## src/rtl/orb_serializer.sv

```systemverilog
// Read-side stage of the orbital word buffer: fetches one RAM word per frame
// request, shifts it out MSB-first and flips the buffer half select on wrap.
module orb_serializer #(
    parameter int WORD_W    = 12,
    parameter int ADDR_W    = 11,
    parameter int ADDR_STEP = 2,
    parameter int LAST_ADDR = 2046,
    parameter int BIT_DIV   = 8
) (
    input  logic              clk,
    input  logic              rst,
    input  logic              req,
    input  logic [WORD_W-1:0] RdData,
    output logic [ADDR_W-1:0] RdAddr,
    output logic              sOut,
    output logic              bitStrob,
    output logic              done,
    output logic              SW,
    output logic              overrun
);

    localparam int BCNT_W = $clog2(WORD_W);
    localparam int DIV_W  = $clog2(BIT_DIV);

    localparam logic [BCNT_W-1:0] LAST_BIT  = BCNT_W'(WORD_W - 1);
    localparam logic [DIV_W-1:0]  LAST_DIV  = DIV_W'(BIT_DIV - 1);
    localparam logic [ADDR_W-1:0] WRAP_ADDR = ADDR_W'(LAST_ADDR);
    localparam logic [ADDR_W-1:0] STEP      = ADDR_W'(ADDR_STEP);

    typedef enum logic [1:0] {IDLE, FETCH, SHIFT, NEXT} state_t;

    state_t              state, state_nxt;
    logic [1:0]          req_sync;
    logic                req_dly;
    logic                req_edge;
    logic                fetch_cnt, fetch_cnt_nxt;
    logic [BCNT_W-1:0]   bit_cnt, bit_cnt_nxt;
    logic [DIV_W-1:0]    div_cnt, div_cnt_nxt;
    // sOut carries the current MSB, so the shifter only keeps the bits below it.
    logic [WORD_W-2:0]   shreg, shreg_nxt;
    logic [ADDR_W-1:0]   rd_addr_nxt;
    logic                sout_nxt, strobe_nxt, done_nxt, sw_nxt, overrun_nxt;

    always_ff @(posedge clk or negedge rst) begin
        if (!rst) begin
            req_sync <= '0;
            req_dly  <= 1'b0;
        end else begin
            req_sync <= {req_sync[0], req};
            req_dly  <= req_sync[1];
        end
    end

    assign req_edge = req_sync[1] & ~req_dly;

    // NOTE: non-blocking assignments keep every flop sampling pre-edge values,
    // independent of statement order inside the block.
    always_ff @(posedge clk or negedge rst) begin
        if (!rst) begin
            state     <= IDLE;
            fetch_cnt <= 1'b0;
            bit_cnt   <= '0;
            div_cnt   <= '0;
            shreg     <= '0;
            RdAddr    <= '0;
            sOut      <= 1'b0;
            bitStrob  <= 1'b0;
            done      <= 1'b0;
            SW        <= 1'b0;
            overrun   <= 1'b0;
        end else begin
            state     <= state_nxt;
            fetch_cnt <= fetch_cnt_nxt;
            bit_cnt   <= bit_cnt_nxt;
            div_cnt   <= div_cnt_nxt;
            shreg     <= shreg_nxt;
            RdAddr    <= rd_addr_nxt;
            sOut      <= sout_nxt;
            bitStrob  <= strobe_nxt;
            done      <= done_nxt;
            SW        <= sw_nxt;
            overrun   <= overrun_nxt;
        end
    end

    // NOTE: every signal gets its hold value before the case so no path
    // through the block leaves one unassigned and infers a latch.
    always_comb begin
        state_nxt     = state;
        fetch_cnt_nxt = fetch_cnt;
        bit_cnt_nxt   = bit_cnt;
        div_cnt_nxt   = div_cnt;
        shreg_nxt     = shreg;
        rd_addr_nxt   = RdAddr;
        sout_nxt      = sOut;
        strobe_nxt    = 1'b0;
        done_nxt      = 1'b0;
        sw_nxt        = SW;
        overrun_nxt   = overrun | (req_edge && state != IDLE);

        unique case (state)
            IDLE: begin
                sout_nxt = 1'b0;
                if (req_edge) begin
                    state_nxt     = FETCH;
                    fetch_cnt_nxt = 1'b0;
                end
            end
            FETCH: begin
                if (fetch_cnt) begin
                    shreg_nxt   = RdData[WORD_W-2:0];
                    sout_nxt    = RdData[WORD_W-1];
                    strobe_nxt  = 1'b1;
                    bit_cnt_nxt = '0;
                    div_cnt_nxt = '0;
                    state_nxt   = SHIFT;
                end else begin
                    fetch_cnt_nxt = 1'b1;
                end
            end
            SHIFT: begin
                if (div_cnt != LAST_DIV) begin
                    div_cnt_nxt = div_cnt + 1'b1;
                end else if (bit_cnt == LAST_BIT) begin
                    // Address advance and half-select flip land with done.
                    state_nxt = NEXT;
                    done_nxt  = 1'b1;
                    sout_nxt  = 1'b0;
                    if (RdAddr == WRAP_ADDR) begin
                        rd_addr_nxt = '0;
                        sw_nxt      = ~SW;
                    end else begin
                        rd_addr_nxt = RdAddr + STEP;
                    end
                end else begin
                    sout_nxt    = shreg[WORD_W-2];
                    shreg_nxt   = {shreg[WORD_W-3:0], 1'b0};
                    strobe_nxt  = 1'b1;
                    bit_cnt_nxt = bit_cnt + 1'b1;
                    div_cnt_nxt = '0;
                end
            end
            NEXT: begin
                sout_nxt  = 1'b0;
                state_nxt = IDLE;
            end
            default: state_nxt = IDLE;
        endcase
    end

endmodule
```

## config.mk

```make
export PLATFORM = sky130hd
export DESIGN_NAME = orb_serializer
export DESIGN_NICKNAME = d
export VERILOG_FILES = /design/src/rtl/orb_serializer.sv
export SDC_FILE = /design/constraint.sdc
export NUM_CORES = 1
export LEC_CHECK = 0
export CORE_AREA = 2 2 70 72
export CTS_BUF_LIST = sky130_fd_sc_hd__clkbuf_4 sky130_fd_sc_hd__clkbuf_8
export DETAILED_ROUTE_END_ITERATION = 8
export DIE_AREA = 0 0 72 74
export PLACE_DENSITY = 0.73
export SYNTH_ARGS = -nofsm -noshare
export SYNTH_HDL_FRONTEND = slang
export SYNTH_SLANG_ARGS = --single-unit
```

## constraint.sdc

```tcl
create_clock -name clk -period 1.9 [get_ports clk]
set_clock_uncertainty 0.05 [all_clocks]
set_input_delay 0.19 -clock clk [delete_from_list [all_inputs] [get_ports clk]]
set_output_delay 0.19 -clock clk [all_outputs]
set_load 0.03 [all_outputs]
```

# After elaboration in Yosys (flattened, before gate mapping)
# Index checks and enable logic that the tools add are counted.
# Widths: inputs -> output; s select.
dict set report word_totals {
  wordCells 77
  out_inout_bits 16
  regBits 40
  inputBits 15
}
dict set report classes {
  reduce_logical 13
  n_bitwise 5
  muxes 31
  eq_ne 12
  addsub 3
}
# operator n
set ops {}
lappend ops {{$mux 11} 4}
lappend ops {{$pmux 11 s2} 1}
lappend ops {{$mux 4} 3}
lappend ops {{$reduce_and 4->1} 3}
lappend ops {{$add 11x2->11 const B} 1}
lappend ops {{$eq 11x11->1 const B} 1}
lappend ops {{$mux 1} 10}
lappend ops {{$ne 2x2->1 const B} 5}
lappend ops {{$mux 3} 3}
lappend ops {{$mux 2} 4}
lappend ops {{$pmux 2 s4} 1}
lappend ops {{$pmux 4 s2} 1}
lappend ops {{$ne 3x3->1 const B} 2}
lappend ops {{$pmux 3 s2} 1}
lappend ops {{$reduce_and 3->1} 2}
lappend ops {{$reduce_bool 2->1} 3}
lappend ops {{$add 4x1->4 const B} 1}
lappend ops {{$eq 2x2->1 const B} 2}
lappend ops {{$eq 4x4->1 const B} 1}
lappend ops {{$pmux 1 s2} 2}
lappend ops {{$reduce_and 2->1} 2}
lappend ops {{$add 3x1->3 const B} 1}
lappend ops {{$not 1->1} 3}
lappend ops {{$pmux 1 s3} 1}
lappend ops {{6 further kinds} 6}

# Longest topological paths before layout
# Gate-level depths: netlist (run 1).
dict set report logic_depth {
  word_depth 4
  mapped_depth 9
  mapped_depth_nobuf 7
}

# Worst setup path after synthesis (run 1)
# No wires, ideal clock.
dict set report synth_path {
  kind {reg2reg}
  from {reg state[0]}
  to {reg shreg[10]}
  t_required_ps 1725
  period_less_slack_ps 1903
  path_buffers 2
  path_stages_with_launch 7
  slack_ps -3
  arrival_time_ps 1728
  cell_sequence {dfrtp_1 -> inv_1 -> ha_1 -> buf_2 -> clkbuf_1 -> mux2_2 -> mux2_2}
}
dict set report synth_between {
  elab_chain_cells 3
  word_cells_on_any_way 8
}
# item line
set synth_rtl {}
lappend synth_rtl {{start, declared} 32} ;# state_t state, state_nxt;
lappend synth_rtl {{start signal, assigned} 72} ;# state <= state_nxt;
lappend synth_rtl {{$eq 2x2->1 or $eq 2x1->1 (tied branches)} 101} ;# unique case (state)
lappend synth_rtl {{$ne 2x2->1 (no source line) or $reduce_bool 2->1 (tied branches)} n/a}
lappend synth_rtl {{$reduce_and 4->1 (no source line)} n/a}
lappend synth_rtl {{end signal, assigned} 76} ;# shreg <= shreg_nxt;
lappend synth_rtl {{end, declared} 40} ;# logic [WORD_W-2:0] shreg, shreg_nxt;
# Several ways; a longest one is shown, not always the timed one.
# A chain may end at the register's enable or synchronous reset.

# Worst setup path after layout (run 1)
dict set report layout_path {
  from {reg div_cnt[0]}
  to {reg state[1]}
}
dict set report layout_between {
  elab_chain_cells 3
}
# item line
set layout_rtl {}
lappend layout_rtl {{start, declared} 38} ;# logic [DIV_W-1:0] div_cnt, div_cnt_nxt;
lappend layout_rtl {{start signal, assigned} 75} ;# div_cnt <= div_cnt_nxt;
lappend layout_rtl {{$ne 3x3->1} 122} ;# if (div_cnt != LAST_DIV) begin
lappend layout_rtl {{$ne 2x2->1 (no source line)} n/a}
lappend layout_rtl {{$reduce_and 4->1 (no source line)} n/a}
# Every way passes these cells.

==> impl_metrics.tcl, run 1 <==
set metrics [dict create \
    nFillCells 403 \
    critical_path_arrival_ns 1.91 \
    crit_family "adder cells" \
    cpPeakStageDelay_ns 0.39 \
    clock_tree.htree_level_count 2 \
    crit_path_max_fanout 5 \
    clk_pin_slew_worst_paths_ns 0.07 \
    first_iter_violations 62 \
    insertion_delay_ns 0.29 \
    postSynthRegisterBits 39 \
    numPortBuffers 29 \
    timing.final.max_slew_violations 0 \
    fin_crit_sh_pct 93.6 \
    num_vias 1357 \
    routed_wire_length_per_instance_um 13.4 \
    powerDensity_nw_per_um2 1230 \
    register_share_of_total_power_pct 39.1 \
    gate_count_after_technology_mapping 171 \
    power.share.combinational_pct 42.6 \
    hpwlAfterDp_um 2630 \
    switching_power_mw 1.01 \
    num_antenna_cells 0 \
    yosys-mux-area-fraction_pct 12.9 \
    layout_commonest_cell "dfrtp_1" \
    final_antenna_net_count 0 \
    synthAdderAreaFrac_pct 5.65 \
    yosys_warnings 0 \
    run_status "complete, no violations" \
    synth_cell_type_count 48 \
    final_core_util_pct 53.8 \
    critPathSlowestCell "dfrtp_1" \
    cp-end-kind "flip-flop" \
    max_clock_freq_ghz 0.562 \
    cap_viol_max_count 0 \
    initial_core_util_pct 43.3 \
    chipHeight_um 74 \
    die_x_um 72 \
    via_per_inst 5.10 \
    crit_path_start_kind "flip-flop" \
    rsz0062_at_grt "false" \
    worst-setup-path-type "reg2reg" \
    io_pins 31 \
    grt_use_total_pct 15.5 \
    asyncSetResetFlopFracSynth_pct 100 \
    clock_sinks 39 \
    mappedNetlistArea_um2 1990 \
    synth_top_family_by_area "simple AND/OR/NAND/NOR gates" \
    worstPathBufferInverterCount 0 \
    dominantRegCellSynth "dfrtp_1" \
    synth_area_per_cell_um2 11.6 \
    first_global_vias 1327 \
    design_area_um2 2470 \
    setup-violations-final 0 \
    tritoncts "built" \
    min-delay-path-class "in2reg" \
    grt_max_degree 22 \
    routed_wl_um 3560 \
    fin_crit_ns 1.78 \
    yosys.area_share.simple_pct 16.1 \
    clockRootBuffer "clkbuf_8" \
    synth_enable_flop_cells 0 \
    synth-compound-area-share_pct 9.48 \
    drt_drc_violations_left 0 \
    synthXorXnorAreaFrac_pct 3.02 \
    std_cell_rows 25 \
    final_weighted_congestion_in_routability_driven_placement 0.778 \
    synth-seq-area-share_pct 49.0 \
    antenna_found_initial 0 \
    mappedNetlistNets 195 \
    leak_nw 1.17 \
    hold_viol 0 \
    floorplan.die_area_um2 5330 \
    worstPathRequired_ns 2.03 \
    coreArea_um2 4600 \
    nets 235 \
    cell_internal_pwr_mw 2.04 \
    cts_inserted_buffers 5 \
    drt_pass1_iterations 6 \
    max-clock-path-buffers 2 \
    report.power.total_mw 3.05 \
    post-cts-setup-buffers 0 \
    power.share.clock_pct 18.3 \
    swShare_pct 33.1 \
    grt_pass1_wl_um 6310 \
    layout_common_cells "dfrtp_1, clkdlybuf4s50_1, mux2_2" \
    cpMostUsedCell "ha_1" \
    grt_overflow 0 \
    irDropWorstVdd_mv 0.677 \
    fin_hold_ws_ns 0.283 \
    setup_tns_ns 0 \
    dpl_cell_area_um2 2370 \
    layout-drive-gt1-share_pct 24.5 \
    flow.area_growth_from_synthesis_pct 24.2 \
    cp_cell_sequence "ha_1 -> ha_1 -> nor2b_1 -> nor2_2 -> nand3b_1 -> mux2_2" \
]
## sequential cells by signal, indices dropped and copies added, names as in the netlist
register / flops
req_dly: 1
fetch_cnt: 1
bitStrob: 1
req_sync: 2
shreg: 11
bit_cnt: 4
RdAddr: 10
overrun: 1
done: 1
div_cnt: 3
sOut: 1
SW: 1
state: 2
## path summary, 6_finish.rpt
kind                        startpoint          end  slack [ns]  cells after the start
setup / recovery            div_cnt[0]     state[1]        0.12                      6
hold / removal                     req  req_sync[0]        0.28                      1
setup reg to reg            div_cnt[0]     state[1]        0.12                      6
hold reg to reg            req_sync[0]  req_sync[1]        0.30                      0
max in group asynchronous          rst    RdAddr[7]        1.02                      3
min in group asynchronous          rst     shreg[7]        0.32                      2
## power groups by stage
stage	Clock (mW)	Combinational (mW)	Sequential (mW)
finish	0.558	1.30	1.19
global route	0.606	1.45	1.22
CTS	0.580	1.31	1.19
detailed placement	0	1.30	1.20
global placement	0	1.28	1.20
floorplan	0	0.923	1.20
## timing repair
item,CTS,global route
hold endpoints to repair,18,0
gates resized for setup,0,1
hold buffers,1,0
setup endpoints to repair,0,9
## cells by family (layout without fill, tap and decap cells)
group | Yosys count | count (layout)
AO/OA/AOI/OAI | 28 | 28
XOR/XNOR | 6 | 6
adder cells (fa/ha/maj) | 9 | 9
buffers and inverters | 11 | 52
flip-flops | 39 | 39
multiplexers | 23 | 23
other | 1 | 1
AND/OR/NAND/NOR | 54 | 54
## through the flow
stage / setup slack (ns) / cells
after floorplan: 0.112 / 171
after CTS: 0.107 / 266
after detailed placement: 0.128 / 257
after global placement: 0.160 / 257
after global routing: 0.00851 / 266
final: 0.121 / 266
## cell type report
class / instances / area, um^2 / area share (%)
multi-input combinational: 121 / 945 / 38.2
inverter: 5 / 21.3 / 0.860
tap: 54 / 67.6 / 2.73
timing repair buffer: 39 / 375 / 15.2
clock inverter: 1 / 5.00 / 0.202
clock buffer: 7 / 83.8 / 3.39
sequential: 39 / 976 / 39.5
## per-layer routing
layer  vias up  wire length, um  GRT usage [%]  share of wire [%]
li1        683                -              -                  -
met1       652             1750           21.2                 49
met2        15             1660           23.9                 47
met3         7               80           3.25                2.2
met4         0               78           7.55                2.2
met5         -                0              0                  0
## worst reg2reg max path, cell delays in order (launching register included)
cell and delay [ns]:
dfrtp_1 0.39, ha_1 0.23, ha_1 0.24, nor2b_1 0.19
nor2_2 0.08, nand3b_1 0.14, mux2_2 0.34
## cells in the mapped netlist (2+ instances only)
library cell	n	area, um^2
a21oi_1	3	15.0
a22o_1	2	17.5
a31oi_1	3	18.8
and3_1	5	31.3
dfrtp_1	39	976
ha_1	9	113
inv_1	4	15.0
mux2_2	21	236
mux2i_1	2	20.0
nand2_1	12	45.0
nand2b_1	3	18.8
nand3_1	6	30.0
nand3b_1	3	22.5
nand4_1	3	18.8
nor2_1	7	26.3
nor2b_1	4	25.0
nor3_1	2	10.0
o21ai_0	10	50.1
xnor2_1	3	26.3
xor2_1	2	17.5
(Power assumes the default switching activity.)
==> run 2, diff against run 1 <==
==> config.mk (replaced) <==
export PLATFORM = sky130hd
export DESIGN_NAME = orb_serializer
export DESIGN_NICKNAME = d
export VERILOG_FILES = /design/src/rtl/orb_serializer.sv
export SDC_FILE = /design/constraint.sdc
export NUM_CORES = 1
export LEC_CHECK = 0
export CORE_AREA = 2 2 67 69
export CTS_BUF_LIST = sky130_fd_sc_hd__clkbuf_4 sky130_fd_sc_hd__clkbuf_8
export DETAILED_ROUTE_END_ITERATION = 8
export DIE_AREA = 0 0 69 71
export PLACE_DENSITY = 0.78
export SYNTH_ARGS = -nofsm -noshare
export SYNTH_HDL_FRONTEND = slang
export SYNTH_SLANG_ARGS = --single-unit
==> run 2 against run 1 <==
Net effect: clock power down 2%; fmax down 1.9%; wire length shrank 2.9%; register-to-register slack worse by 0.03 ns; final cell count is 1.1% lower; sequential share of layout area rose by 0.22 points; core utilization increased by 4.7 points; critical path type unchanged.
==> impl_metrics.tcl, run 2 (synthesized netlist as in run 1, its figures left out) <==
set metrics [dict create \
    cpPeakStageDelay_ns 0.40 \
    worstPathRequired_ns 2.02 \
    antenna_found_initial 0 \
    hold_depth 1 \
    hold_viol 0 \
    nets 235 \
    fin_crit_sh_pct 95.4 \
    setup-violations-final 0 \
    crit_path_max_fanout 10 \
    power.share.combinational_pct 43.0 \
    grt_pass1_wl_um 6180 \
    power.share.clock_pct 17.9 \
    setup_tns_ns 0 \
    clock_sinks 39 \
    holdCritStartpoint "req" \
    die_x_um 69 \
    min-delay-path-class "in2reg" \
    cell_internal_pwr_mw 2.04 \
    layout-drive-gt1-share_pct 24.6 \
    max_clock_freq_ghz 0.552 \
    via_per_inst 5.17 \
    crit_family "simple AND/OR/NAND/NOR gates" \
    footprint_of_the_multi_input_gates_um2 947 \
    irDropWorstVdd_mv 0.712 \
    rsz0062_at_grt "false" \
    clockRootBuffer "clkbuf_8" \
    final_weighted_congestion_in_routability_driven_placement 0.814 \
    initial_core_util_pct 47.4 \
    grt_use_total_pct 15.9 \
    design_area_um2 2460 \
    r2r-end "shreg[3]" \
    register_share_of_total_power_pct 39.0 \
    fin_crit_ns 1.81 \
    io_pins 31 \
    chipHeight_um 71 \
    coreArea_um2 4200 \
    largest-register "shreg" \
    insertion_delay_ns 0.28 \
    cp-end-kind "flip-flop" \
    drt_drc_violations_left 0 \
    layout_commonest_cell "dfrtp_1" \
    layout_common_cells "dfrtp_1, clkdlybuf4s50_1, mux2_2" \
    largest_reg_flops 11 \
    regToRegSetupSlack_ns 0.09 \
    critPathSlowestCell "dfrtp_1" \
    crit_path_start_kind "flip-flop" \
    routed_wire_length_per_instance_um 13.1 \
    routed_wl_um 3460 \
    num_antenna_cells 0 \
    cap_viol_max_count 0 \
    numPortBuffers 29 \
    worst_r2r_startpoint "state[1]" \
    timing.final.max_slew_violations 0 \
    drt_pass1_iterations 4 \
    flow.area_growth_from_synthesis_pct 23.5 \
    nFillCells 382 \
    powerDensity_nw_per_um2 1240 \
    max-clock-path-buffers 2 \
    tritoncts "built" \
    cts_inserted_buffers 5 \
    hold_end "req_sync[0]" \
    first_global_vias 1337 \
    leading_registers_by_flop_count "shreg x11, RdAddr x10, bit_cnt x4" \
    cp_cell_sequence "inv_1 -> ha_1 -> nand2b_1 -> o21ai_2 -> nor2_4 -> mux2_2" \
    layout.area.seq_um2 976 \
    critical_path_arrival_ns 1.93 \
    swShare_pct 33.3 \
    hpwlAfterDp_um 2560 \
    clk_pin_slew_worst_paths_ns 0.07 \
    post-cts-setup-buffers 0 \
    num_vias 1359 \
    std_cell_rows 24 \
    first_iter_violations 78 \
    switching_power_mw 1.02 \
    final_antenna_net_count 0 \
    leak_nw 1.16 \
    floorplan.die_area_um2 4900 \
    run_status "complete, no violations" \
    clock_tree.htree_level_count 2 \
    dpl_cell_area_um2 2360 \
    worstPathBufferInverterCount 1 \
    grt_overflow 0 \
    worst_r2r_path_depth 6 \
    grt_max_degree 40 \
    worst-setup-path-type "reg2reg" \
]
## run 2: cell type report
| cell class | count | area share [%] |
|---|---|---|
| Timing Repair Buffer | 39 | 14.8 |
| Inverter | 5 | 0.865 |
| Clock buffer | 6 | 3.36 |
| Clock inverter | 1 | 0.203 |
| Sequential cell | 39 | 39.7 |
| Multi-Input combinational cell | 121 | 38.5 |
| Tap cell | 52 | 2.64 |
## run 2: worst max path at each step
stage | from | endpoint | slack, ns | cells after the start
4_1_cts | state[1] | state[1] | 0.05 | 6
3_5_place_dp | state[1] | state[1] | 0.07 | 6
5_1_grt | state[1] | shreg[3] | 0.002 | 6
3_3_place_gp | state[1] | state[1] | 0.09 | 6
2_1_floorplan | state[0] | shreg[10] | 0.11 | 6
6_report | state[1] | shreg[3] | 0.09 | 6
## run 2: power by group through the flow
stage	Clock [mW]	Combinational, mW	Sequential [mW]
after CTS	0.563	1.33	1.19
after detailed placement	0	1.32	1.21
after global routing	0.599	1.46	1.22
after floorplan	0	0.923	1.20
final	0.549	1.32	1.20
after global placement	0	1.29	1.20
## run 2: what timing repair did
action | 4_1_cts | 5_1_grt
hold buffers | 1 | 0
endpoints found under the hold margin | 39 | 0
endpoints found under the setup margin | 0 | 13
resized for setup | 0 | 2
## run 2: routing by layer
metal,share of wire [%],up-vias,global-route usage (%)
met2,43,26,23.1
met5,0,-,0
met3,3.1,6,3.42
met4,1.9,0,7.63
li1,-,683,-
met1,51,644,22.7
## run 2: through the flow
stage	hold WS [ns]	utilization, %	setup WS [ns]	total power, mW	cells
finish	0.289	58.5	0.0872	3.06	263
global route	0.282	58.5	0.00243	3.28	263
CTS	0.287	58.4	0.0479	3.08	263
detailed placement	0.222	56.1	0.0673	2.53	255
global placement	0.219	56.1	0.0913	2.49	255
floorplan	-0.156	-	0.112	2.12	171
==> run 3, diff against run 2 <==
--- a/config.mk
+++ b/config.mk
@@ -5,11 +5,13 @@
 export SDC_FILE = /design/constraint.sdc
 export NUM_CORES = 1
 export LEC_CHECK = 0
+export CAP_MARGIN = 20
 export CORE_AREA = 2 2 67 69
 export CTS_BUF_LIST = sky130_fd_sc_hd__clkbuf_4 sky130_fd_sc_hd__clkbuf_8
 export DETAILED_ROUTE_END_ITERATION = 8
 export DIE_AREA = 0 0 69 71
 export PLACE_DENSITY = 0.78
+export REMOVE_ABC_BUFFERS = 1
 export SYNTH_ARGS = -nofsm -noshare
 export SYNTH_HDL_FRONTEND = slang
 export SYNTH_SLANG_ARGS = --single-unit
==> run 3 against run 2 <==
Net effect: combinational power about the same; fmax increased by 2.8%; critical path depth unchanged; clock power is 14% higher; critical endpoint is now state[1].
==> impl_metrics.tcl, run 3 (synthesized netlist as in run 1, its figures left out) <==
set metrics [dict create \
    hpwlAfterDp_um 2650 \
    die_x_um 69 \
    largest_reg_flops 11 \
    grt_max_degree 40 \
    design_area_um2 2490 \
    cap_viol_max_count 0 \
    clock_sinks 39 \
    regToRegSetupSlack_ns 0.14 \
    crit_path_max_fanout 5 \
    worstPathRequired_ns 2.03 \
    clockRootBuffer "clkbuf_8" \
    stdcell_count 264 \
    layout_commonest_cell "dfrtp_1" \
    initial_core_util_pct 47.4 \
    drt_drc_violations_left 0 \
    worst-setup-path-type "reg2reg" \
    crit_family "adder cells" \
    leak_nw 1.17 \
    largest-register "shreg" \
    holdCritStartpoint "req" \
    leading_registers_by_flop_count "shreg x11, RdAddr x10, bit_cnt x4" \
    max_clock_freq_ghz 0.567 \
    first_iter_violations 48 \
    final_antenna_net_count 0 \
    fin_hold_ws_ns 0.284 \
    setup-violations-final 0 \
    critPathSlowestCell "dfrtp_1" \
    clock_tree.htree_level_count 2 \
    drt_pass1_iterations 4 \
    first_global_vias 1376 \
    critical_path_arrival_ns 1.89 \
    setup_tns_ns 0 \
    std_cell_rows 24 \
    worstPathBufferInverterCount 0 \
    via_per_inst 5.41 \
    worst_r2r_path_depth 6 \
    flow.area_growth_from_synthesis_pct 24.9 \
    rsz0062_at_grt "false" \
    final_core_util_pct 59.2 \
    run_status "complete, no violations" \
    routed_wire_length_per_instance_um 14.6 \
    timing.final.max_slew_violations 0 \
    chipHeight_um 71 \
    cpPeakStageDelay_ns 0.39 \
    hold_end "req_sync[0]" \
    antenna_found_initial 0 \
    irDropWorstVdd_mv 0.589 \
    cp_cell_sequence "ha_1 -> ha_1 -> nor2b_2 -> nor2_4 -> nand3b_1 -> mux2_2" \
    max-clock-path-buffers 2 \
    insertion_delay_ns 0.29 \
    fin_crit_ns 1.76 \
    cts_inserted_buffers 5 \
    routed_wl_um 3840 \
    worst_r2r_startpoint "div_cnt[0]" \
    cp-end-kind "flip-flop" \
    powerDensity_nw_per_um2 1270 \
    placed_cells_incl_taps 255 \
    numPortBuffers 29 \
    layout-drive-gt1-share_pct 26.4 \
    dpl_cell_area_um2 2360 \
    fin_crit_sh_pct 92.8 \
    nets 235 \
    grt_overflow 0 \
    hold_viol 0 \
    cpMostUsedCell "ha_1" \
    r2r-end "state[1]" \
    crit_path_start_kind "flip-flop" \
    clk_pin_slew_worst_paths_ns 0.07 \
    io_pins 31 \
    num_vias 1427 \
    min-delay-path-class "in2reg" \
    hold_depth 1 \
    tritoncts "built" \
    num_antenna_cells 0 \
    final_weighted_congestion_in_routability_driven_placement 0.767 \
    coreArea_um2 4200 \
    layout_common_cells "dfrtp_1, clkdlybuf4s50_1, mux2_2" \
    grt_pass1_wl_um 6600 \
    grt_use_total_pct 17.1 \
    floorplan.die_area_um2 4900 \
]
==> run 3: cell types whose count changed in the layout (fill, tap and decap cells not counted), sizes merged <==
cell and change:
clkbuf +2, clkinv -1
==> run 3: what timing repair did <==
item                                    4_1_cts  5_1_grt
gates resized for setup                       0        6
hold buffers                                  1        0
buffers inserted                              0        0
hold endpoints to repair                     39        0
endpoints found under the setup margin        0       13
==> run 3: per-stage QoR <==
stage	total power [mW]	setup WS, ns
3_3_place_gp	2.47	0.138
3_5_place_dp	2.51	0.0644
6_report	3.15	0.137
5_1_grt	3.37	0.0280
2_1_floorplan	2.10	-0.113
4_1_cts	3.14	0.0171
==> run 3: final cells by class <==
type,count,area (um^2)
tap,52,65.1
multi-input combinational,121,960
clock buffer,8,104
fill,361,1720
inverter,5,21.3
sequential,39,976
timing repair buffer,39,363
==> run 3: power by group <==
part	switching (mW)	leakage, nW	total (mW)	internal (mW)
sequential	0.140	0.498	1.20	1.06
clock	0.283	0.0549	0.628	0.346
combinational	0.617	0.618	1.33	0.710
total	1.04	1.17	3.15	2.11
==> run 3: routing by layer <==
layer,routed length (um),up-vias,GRT usage (%)
met3,134,10,4.42
li1,-,683,-
met2,1800,32,24.9
met5,0,-,0
met1,1800,702,23.6
met4,109,0,8.93
==> run 3: worst max-delay path by stage <==
stage	start	end	slack [ns]	cells after the start
finish	div_cnt[0]	state[1]	0.14	6
global route	div_cnt[0]	state[1]	0.03	6
CTS	state[0]	RdAddr[3]	0.02	7
detailed placement	state[0]	RdAddr[8]	0.06	7
global placement	state[0]	RdAddr[10]	0.14	7
floorplan	state[0]	RdAddr[8]	-0.11	7
==> run 3: worst reg2reg max path, cell delays in order (launching register included) <==
cell and delay, ns:
dfrtp_1 0.39, ha_1 0.23, ha_1 0.25, nor2b_2 0.20, nor2_4 0.06, nand3b_1 0.13, mux2_2 0.34
